`src/rtl/mc_ctrl.sv`:
```
// Multi-cycle MIPS control sequencer: FETCH/DECODE/EXEC/MEM/WB with a timed req/ack
// handshake to a variable-latency data memory and a retired-instruction counter.
module mc_ctrl #(
  parameter int unsigned MEM_TIMEOUT = 16,
  parameter int unsigned CNT_W       = 32
) (
  input  logic             clk,
  input  logic             reset,
  input  logic [31:0]      instr,
  input  logic             zero,
  input  logic             mem_ack,
  output logic             ir_we,
  output logic             pc_we,
  output logic             mem_req,
  output logic             MemWrite,
  output logic [2:0]       MemtoReg,
  output logic [2:0]       ALUOp,
  output logic [2:0]       ALUSrc,
  output logic             EXTsign,
  output logic             RegWrite,
  output logic [2:0]       RegDst,
  output logic [2:0]       DMOp,
  output logic [2:0]       NPCOp,
  output logic             err,
  output logic [CNT_W-1:0] retired,
  output logic [2:0]       state
);

  localparam int unsigned TW = (MEM_TIMEOUT > 1) ? $clog2(MEM_TIMEOUT) : 1;
  localparam logic [TW-1:0] TLast = TW'(MEM_TIMEOUT - 1);

  typedef enum logic [2:0] {
    StFetch  = 3'd0,
    StDecode = 3'd1,
    StExec   = 3'd2,
    StMem    = 3'd3,
    StWb     = 3'd4
  } state_e;

  typedef enum logic [3:0] {
    ClsNone, ClsAddu, ClsSubu, ClsOri, ClsLui, ClsLw, ClsSw, ClsBeq, ClsJal, ClsJr
  } cls_e;

  state_e           state_q, state_d;
  logic [5:0]       ir_op_q, ir_op_d;
  logic [5:0]       ir_funct_q, ir_funct_d;
  logic [TW-1:0]    cnt_q, cnt_d;
  logic             err_q, err_d;
  logic [CNT_W-1:0] retired_q, retired_d;

  cls_e       cls;
  logic [2:0] alu_op_c, alu_src_c;
  logic       ext_c;
  logic       done;

  // Only opcode and funct steer the sequencer; the remaining fields feed the datapath.
  logic unused_instr;
  assign unused_instr = ^instr[25:6];

  always_comb begin
    cls = ClsNone;
    case (ir_op_q)
      6'h00: begin
        case (ir_funct_q)
          6'h21:   cls = ClsAddu;
          6'h23:   cls = ClsSubu;
          6'h08:   cls = ClsJr;
          default: cls = ClsNone;
        endcase
      end
      6'h0d:   cls = ClsOri;
      6'h0f:   cls = ClsLui;
      6'h23:   cls = ClsLw;
      6'h2b:   cls = ClsSw;
      6'h04:   cls = ClsBeq;
      6'h03:   cls = ClsJal;
      default: cls = ClsNone;
    endcase
  end

  always_comb begin
    alu_op_c  = 3'd0;
    alu_src_c = 3'd0;
    ext_c     = 1'b0;
    case (cls)
      ClsSubu: alu_op_c = 3'd1;
      ClsOri:  begin alu_op_c = 3'd2; alu_src_c = 3'd1; end
      ClsLui:  begin alu_op_c = 3'd3; alu_src_c = 3'd1; end
      ClsLw,
      ClsSw:   begin alu_src_c = 3'd1; ext_c = 1'b1; end
      ClsBeq:  begin alu_op_c = 3'd1; ext_c = 1'b1; end
      default: ;
    endcase
  end

  always_comb begin
    ir_we      = 1'b0;
    pc_we      = 1'b0;
    mem_req    = 1'b0;
    MemWrite   = 1'b0;
    MemtoReg   = 3'd0;
    ALUOp      = 3'd0;
    ALUSrc     = 3'd0;
    EXTsign    = 1'b0;
    RegWrite   = 1'b0;
    RegDst     = 3'd0;
    DMOp       = 3'd0;
    NPCOp      = 3'd0;
    err        = err_q;
    state_d    = state_q;
    ir_op_d    = ir_op_q;
    ir_funct_d = ir_funct_q;
    cnt_d      = cnt_q;
    err_d      = 1'b0;
    done       = 1'b0;

    case (state_q)
      StFetch: begin
        ir_we      = 1'b1;
        pc_we      = 1'b1;
        ir_op_d    = instr[31:26];
        ir_funct_d = instr[5:0];
        state_d    = StDecode;
      end
      StDecode: begin
        if (cls == ClsNone) begin
          state_d = StFetch;
          done    = 1'b1;
        end else begin
          state_d = StExec;
        end
      end
      StExec: begin
        ALUOp   = alu_op_c;
        ALUSrc  = alu_src_c;
        EXTsign = ext_c;
        case (cls)
          ClsLw, ClsSw: state_d = StMem;
          ClsBeq: begin
            pc_we   = zero;
            NPCOp   = 3'd1;
            state_d = StFetch;
            done    = 1'b1;
          end
          ClsJal: begin
            pc_we    = 1'b1;
            NPCOp    = 3'd2;
            RegWrite = 1'b1;
            RegDst   = 3'd2;
            MemtoReg = 3'd2;
            state_d  = StFetch;
            done     = 1'b1;
          end
          ClsJr: begin
            pc_we   = 1'b1;
            NPCOp   = 3'd3;
            state_d = StFetch;
            done    = 1'b1;
          end
          default: state_d = StWb;
        endcase
      end
      StMem: begin
        ALUOp    = alu_op_c;
        ALUSrc   = alu_src_c;
        EXTsign  = ext_c;
        mem_req  = 1'b1;
        MemWrite = (cls == ClsSw);
        if (mem_ack) begin
          cnt_d = '0;
          if (cls == ClsLw) begin
            state_d = StWb;
          end else begin
            state_d = StFetch;
            done    = 1'b1;
          end
        end else if (cnt_q == TLast) begin
          // Abort: the instruction is dropped without writeback or retirement.
          cnt_d   = '0;
          err_d   = 1'b1;
          state_d = StFetch;
        end else begin
          cnt_d = cnt_q + TW'(1);
        end
      end
      StWb: begin
        ALUOp    = alu_op_c;
        ALUSrc   = alu_src_c;
        EXTsign  = ext_c;
        RegWrite = 1'b1;
        RegDst   = (cls == ClsAddu || cls == ClsSubu) ? 3'd1 : 3'd0;
        MemtoReg = (cls == ClsLw) ? 3'd1 : 3'd0;
        state_d  = StFetch;
        done     = 1'b1;
      end
      default: state_d = StFetch;
    endcase

    retired_d = done ? retired_q + CNT_W'(1) : retired_q;

    if (!reset) begin
      ir_we    = 1'b0;
      pc_we    = 1'b0;
      mem_req  = 1'b0;
      MemWrite = 1'b0;
      MemtoReg = 3'd0;
      ALUOp    = 3'd0;
      ALUSrc   = 3'd0;
      EXTsign  = 1'b0;
      RegWrite = 1'b0;
      RegDst   = 3'd0;
      NPCOp    = 3'd0;
      err      = 1'b0;
    end
  end

  always_ff @(posedge clk) begin
    if (!reset) begin
      state_q    <= StFetch;
      ir_op_q    <= '0;
      ir_funct_q <= '0;
      cnt_q      <= '0;
      err_q      <= 1'b0;
      retired_q  <= '0;
    end else begin
      state_q    <= state_d;
      ir_op_q    <= ir_op_d;
      ir_funct_q <= ir_funct_d;
      cnt_q      <= cnt_d;
      err_q      <= err_d;
      retired_q  <= retired_d;
    end
  end

  assign retired = retired_q;
  assign state   = state_q;

endmodule
```
`config.mk`:
```
export PLATFORM = sky130hd
export DESIGN_NAME = mc_ctrl
export DESIGN_NICKNAME = d
export VERILOG_FILES = /design/src/rtl/mc_ctrl.sv
export SDC_FILE = /design/constraint.sdc
export NUM_CORES = 1
export LEC_CHECK = 0
export BUFFER_PORTS_ARGS = -buffer_cell sky130_fd_sc_hd__buf_4
export CORE_MARGIN = 2
export CORE_UTILIZATION = 48
export CTS_BUF_LIST = sky130_fd_sc_hd__clkbuf_2 sky130_fd_sc_hd__clkbuf_4 sky130_fd_sc_hd__clkbuf_8
export CTS_CLUSTER_DIAMETER = 100
export CTS_CLUSTER_SIZE = 16
export DETAILED_ROUTE_END_ITERATION = 10
export GPL_ROUTABILITY_DRIVEN = 0
export PLACE_DENSITY = 0.79
export SYNTH_ARGS = -nofsm -noshare
export SYNTH_HDL_FRONTEND = slang
export SYNTH_SLANG_ARGS = --single-unit
```
`constraint.sdc`:
```
create_clock -name clk -period 2 [get_ports clk]
set_input_delay 0.1 -clock clk [delete_from_list [all_inputs] [get_ports clk]]
set_output_delay 0.1 -clock clk [all_outputs]
set_load 0.01 [all_outputs]
```
-- After elaboration in Yosys (flattened, before gate mapping)
Cells that the tools add are included.
- add/sub/neg operators: 2
- equal/unequal tests: 24
- muxes and demuxes: 48
- bitwise logic cells: 2
- reductions and logical operators: 12
- operator list (cell ; count):
    $add A32 B1 Y32 const B ; 1
    $mux W3 ; 10
    $pmux W4 S7 ; 1
    $eq A6 B6 Y1 const B ; 4
    $mux W1 ; 21
    $eq A6 B4 Y1 const B ; 3
    $eq A4 B3 Y1 const B ; 4
    $eq A4 B4 Y1 const B ; 3
    $pmux W2 S3 ; 2
    $pmux W3 S4 ; 1
    $pmux W4 S3 ; 1
    $reduce_or A3 Y1 ; 4
    $eq A4 B2 Y1 const B ; 2
    $mux W4 ; 2
    $pmux W2 S2 ; 2
    $eq A3 B2 Y1 const B ; 2
    $eq A6 B2 Y1 const B ; 1
    $eq A6 B3 Y1 const B ; 1
    $logic_not A6 Y1 ; 1
    $mux W2 ; 3
    $pmux W1 S2 ; 3
    $pmux W3 S2 ; 1
    $reduce_or A2 Y1 ; 3
    $add A4 B1 Y4 const B ; 1
    10 further kinds ; 11
- bits in registers: 52
- input port bits: 36
- output and inout bits: 60

-- Longest topological paths before layout
- word-level depth: 8
- gate-level depth with buffers: 10
- mapped depth without buffers: 7

-- Worst setup path before layout
Ideal clock, no wire load.
- kind: register to register
- start: reg retired_q[5], in the netlist retired[5]
- end: reg retired_q[31], in the netlist retired[31]
- arrival: 2.109 ns
- data required time: 1.882 ns
- setup slack: -0.227 ns
- cell stages (with the launch flop): 8
- path buffers: 0
- path through: dfxtp_1 > nand4_2 > nor3_4 > and3_4 > nand3_2 > or4_4 > or4_4 > mux2i_1
- cells in the longest elaborated chain, start to end: 1
- RTL lines (element ; RTL line ; RTL):
    start, declared ; 49 ; logic [CNT_W-1:0] retired_q, retired_d;
    start signal, assigned ; 231 ; retired_q <= retired_d;
    $add A32 B1 Y32 ; 199 ; retired_d = done ? retired_q + CNT_W'(1) : retired_q;
Every way passes these cells.
A chain may end at the register's enable or synchronous reset.

-- Worst setup path after layout
- start: reg ir_op_q[1]
- end: reg retired_q[12], in the netlist retired[12]
- cells in the longest elaborated chain, start to end: 6
- elaborated cells on any way between the ends: 19
- RTL lines (element ; RTL line ; RTL):
    start, declared ; 45 ; logic [5:0] ir_op_q, ir_op_d;
    start signal, assigned ; 227 ; ir_op_q <= ir_op_d;
    $eq A6 B2 Y1 (tied with other cells) ; 62 ; case (ir_op_q)
    $pmux W4 S7 * ; 62 ;
    $eq A4 B4 Y1 (tied with other cells) ; 137 ; case (cls)
    $reduce_or A3 Y1 (no source line) or $mux W1 (tied branches) ; -- ;
    $mux W1, on equally long branches ; 137, 169 ;
    $pmux W1 S4 * ; 117 ; case (state_q)
Mark *: on every way between the ends. The rest lies on a longest branch, timed or not.

==> flow_summary.json <==
{
  "synthArstFlopShare_pct": 0,
  "critical_path_class": "register to register",
  "synth_flop_cell": "dfxtp_1",
  "synth_cell_types": 62,
  "hp-start": "instr[2]",
  "fin_setup_tns_ns": -7.36,
  "dieWidth_um": 83.4,
  "max_freq_mhz": 432,
  "cp-end-kind": "register",
  "wl_per_cell_um": 18.5,
  "fin_ws_ns": -0.316,
  "hold_class": "primary input to register",
  "antenna_cells": 0,
  "cts_root_buf": "clkbuf_8",
  "cts_max_level": 2,
  "critPathRequiredTime_ns": 2.25,
  "numPortBuffers": 66,
  "slew_violations": 0,
  "ys_warn_count": 0,
  "setup_viol": 39,
  "leakage_nw": 1.99,
  "drc": 0,
  "final_common_cell": "buf_4",
  "ys_ff_latch": 52,
  "cts_tree": "done",
  "hpwlAfterDp_um": 5940,
  "ys_seq_area_share_pct": 34.4,
  "rsz0062_at_grt": "true",
  "num_rows": 28,
  "start_util_pct": 50.5,
  "synth.cell_area_um2": 3030,
  "io_pins": 96,
  "violations": "setup timing",
  "dp_slack_ns": -0.238,
  "status": "complete, but fails checks",
  "antenna_found_initial": 0,
  "arrival_ns": 2.57,
  "syn_inst": 373,
  "first_global_vias": 3137,
  "reg2regPathDepth": 10,
  "post-route-period-util_pct": 116,
  "track_usage_pct": 24.7,
  "cts_buffers": 5,
  "area_delta_synth_final_pct": 55.0,
  "clock_sinks": 52,
  "hold_viol": 0,
  "r2r-start": "ir_op_q[1]",
  "grt_pass1_wl_um": 14500,
  "grt_max_degree": 35,
  "vias_per_cell": 6.01,
  "mostFrequentLayoutCells": "buf_4 (128), nand2_1 (57), dfxtp_1 (35)",
  "clk-insertion-delay-late_ns": 0.32,
  "whs_path_depth": 3,
  "clock_path_buffers": 2,
  "final.setup_skew_ns": 0.0122,
  "drtIter0Drc": 278,
  "period_needed_ns": 2.32,
  "pwr_density_cell_nw_per_um2": 532,
  "core_area_um2": 5990,
  "synth_edf_count": 0,
  "path_clk_slew_ns": 0.09,
  "drive_gt1_share_pct": 48.0,
  "final_nets": 541,
  "vdd_ir_drop_max_uv": 403,
  "die_area_um2": 6950,
  "crit_path_start_kind": "register",
  "critical_path.max_fanout": 7,
  "ant_nets": 0,
  "totalWireLength_um": 10700,
  "via_count": 3482,
  "avgSynthCellArea_um2": 8.11,
  "die_y_um": 83.4,
  "cp-startpoint": "ir_op_q[1]",
  "maxCapViolations": 0,
  "first_pass_iters": 5,
  "grt_overflow": 0
}
-- area by class of cell --
| class | count | area (um^2) |
|---|---|---|
| Inverter | 13 | 48.8 |
| Tap cell | 75 | 93.8 |
| Sequential cell | 52 | 1080 |
| Multi-Input combinational cell | 283 | 2150 |
| Clock buffer | 5 | 68.8 |
| Clock inverter | 3 | 42.5 |
| Fill cell | 351 | 1300 |
| Timing Repair Buffer | 148 | 1190 |
-- critical path: stages (launching register included) --
cell     delay (ns)
dfxtp_2        0.35
buf_6          0.12
nor4_4         0.31
buf_4          0.18
a21o_1         0.18
a31oi_4        0.15
a21oi_2        0.21
nor2_2         0.09
buf_6          0.16
or3_1          0.36
a21oi_1        0.14
-- path summary, 6_finish.rpt --
kind                         to  slack [ns]
setup reg to reg    retired[12]       -0.32
hold reg to reg   ir_funct_q[3]        0.48
setup / recovery    retired[12]       -0.32
hold / removal    ir_funct_q[2]        0.02
-- flip-flops by register name, summed over array words and instances, names as in the netlist --
name / flops
ir_funct_q: 6
err_q: 1
state: 3
cnt_q: 4
ir_op_q: 6
retired: 32
-- kinds of logic (layout without fill, tap and decap cells) --
family                     count (synthesis)  in the layout  synth area share (%)
AOI/OAI and AO/OA                         78             78                  17.1
xor gates and xnor gates                  13             13                  3.76
adders and majority gates                  2              2                 0.827
buffers and inverters                     46            169                  8.02
DFF                                       52             52                  34.4
muxes                                      7              7                  2.32
other                                      1              9                 0.124
and+or+nand+nor                          174            174                  33.4
-- routing by layer --
metal | wire length [um] | global-route usage, % | vias to the layer above
met5 | 0 | 0 | -
met4 | 485 | 9.84 | 0
met2 | 5500 | 44.6 | 185
li1 | - | - | 1564
met3 | 572 | 3.88 | 50
met1 | 4180 | 29.1 | 1683
-- power breakdown --
part	internal, mW	switching (mW)
registers	1.07	0.0554
logic	0.300	0.323
clock network	0.371	0.377
-- synthesized netlist by cell type, types with 3 or more instances --
| master | number | area, um^2 |
|---|---|---|
| a21oi_1 | 25 | 125 |
| a21oi_2 | 3 | 26.3 |
| a31oi_1 | 4 | 25.0 |
| and2_1 | 8 | 50.1 |
| and3b_1 | 4 | 35.0 |
| buf_2 | 5 | 25.0 |
| buf_4 | 13 | 97.6 |
| clkbuf_1 | 13 | 48.8 |
| dfxtp_1 | 52 | 1040 |
| inv_1 | 13 | 48.8 |
| mux2i_1 | 7 | 70.1 |
| nand2_1 | 58 | 218 |
| nand2b_1 | 11 | 68.8 |
| nand3_1 | 8 | 40.0 |
| nand4_1 | 3 | 18.8 |
| nor2_1 | 24 | 90.1 |
| nor3_1 | 9 | 45.0 |
| nor4_1 | 9 | 56.3 |
| nor4_2 | 3 | 37.5 |
| o2111ai_1 | 3 | 26.3 |
| o211ai_1 | 6 | 45.0 |
| o21ai_0 | 12 | 60.1 |
| o311ai_0 | 3 | 26.3 |
| o31ai_1 | 3 | 22.5 |
| o41ai_1 | 5 | 43.8 |
| or3_1 | 10 | 62.6 |
| xor2_1 | 11 | 96.3 |
-- stage by stage --
| stage | cell area (um^2) | hold WS (ns) | power [mW] | instances | utilization, % |
|---|---|---|---|---|---|
| 2_1_floorplan | 3130 | 0.228 | 1.41 | 381 | - |
| 3_3_place_gp | 3960 | 0.348 | 1.56 | 550 | 66.2 |
| 3_5_place_dp | 3960 | 0.358 | 1.57 | 550 | 66.2 |
| 4_1_cts | 4380 | 0.0185 | 2.37 | 569 | 73.1 |
| 5_1_grt | 4690 | 0.0154 | 2.58 | 579 | 78.3 |
| 6_report | 4690 | 0.0208 | 2.49 | 579 | 78.3 |
-- timing repair --
item                       in CTS  in global routing
hold buffers                    0                  0
setup endpoints to repair      36                 39
cloned                          1                  0
pin swaps                      43                 28
setup buffers                  11                 10
resized for setup              57                 42
Power figures use the tool's default switching activity.
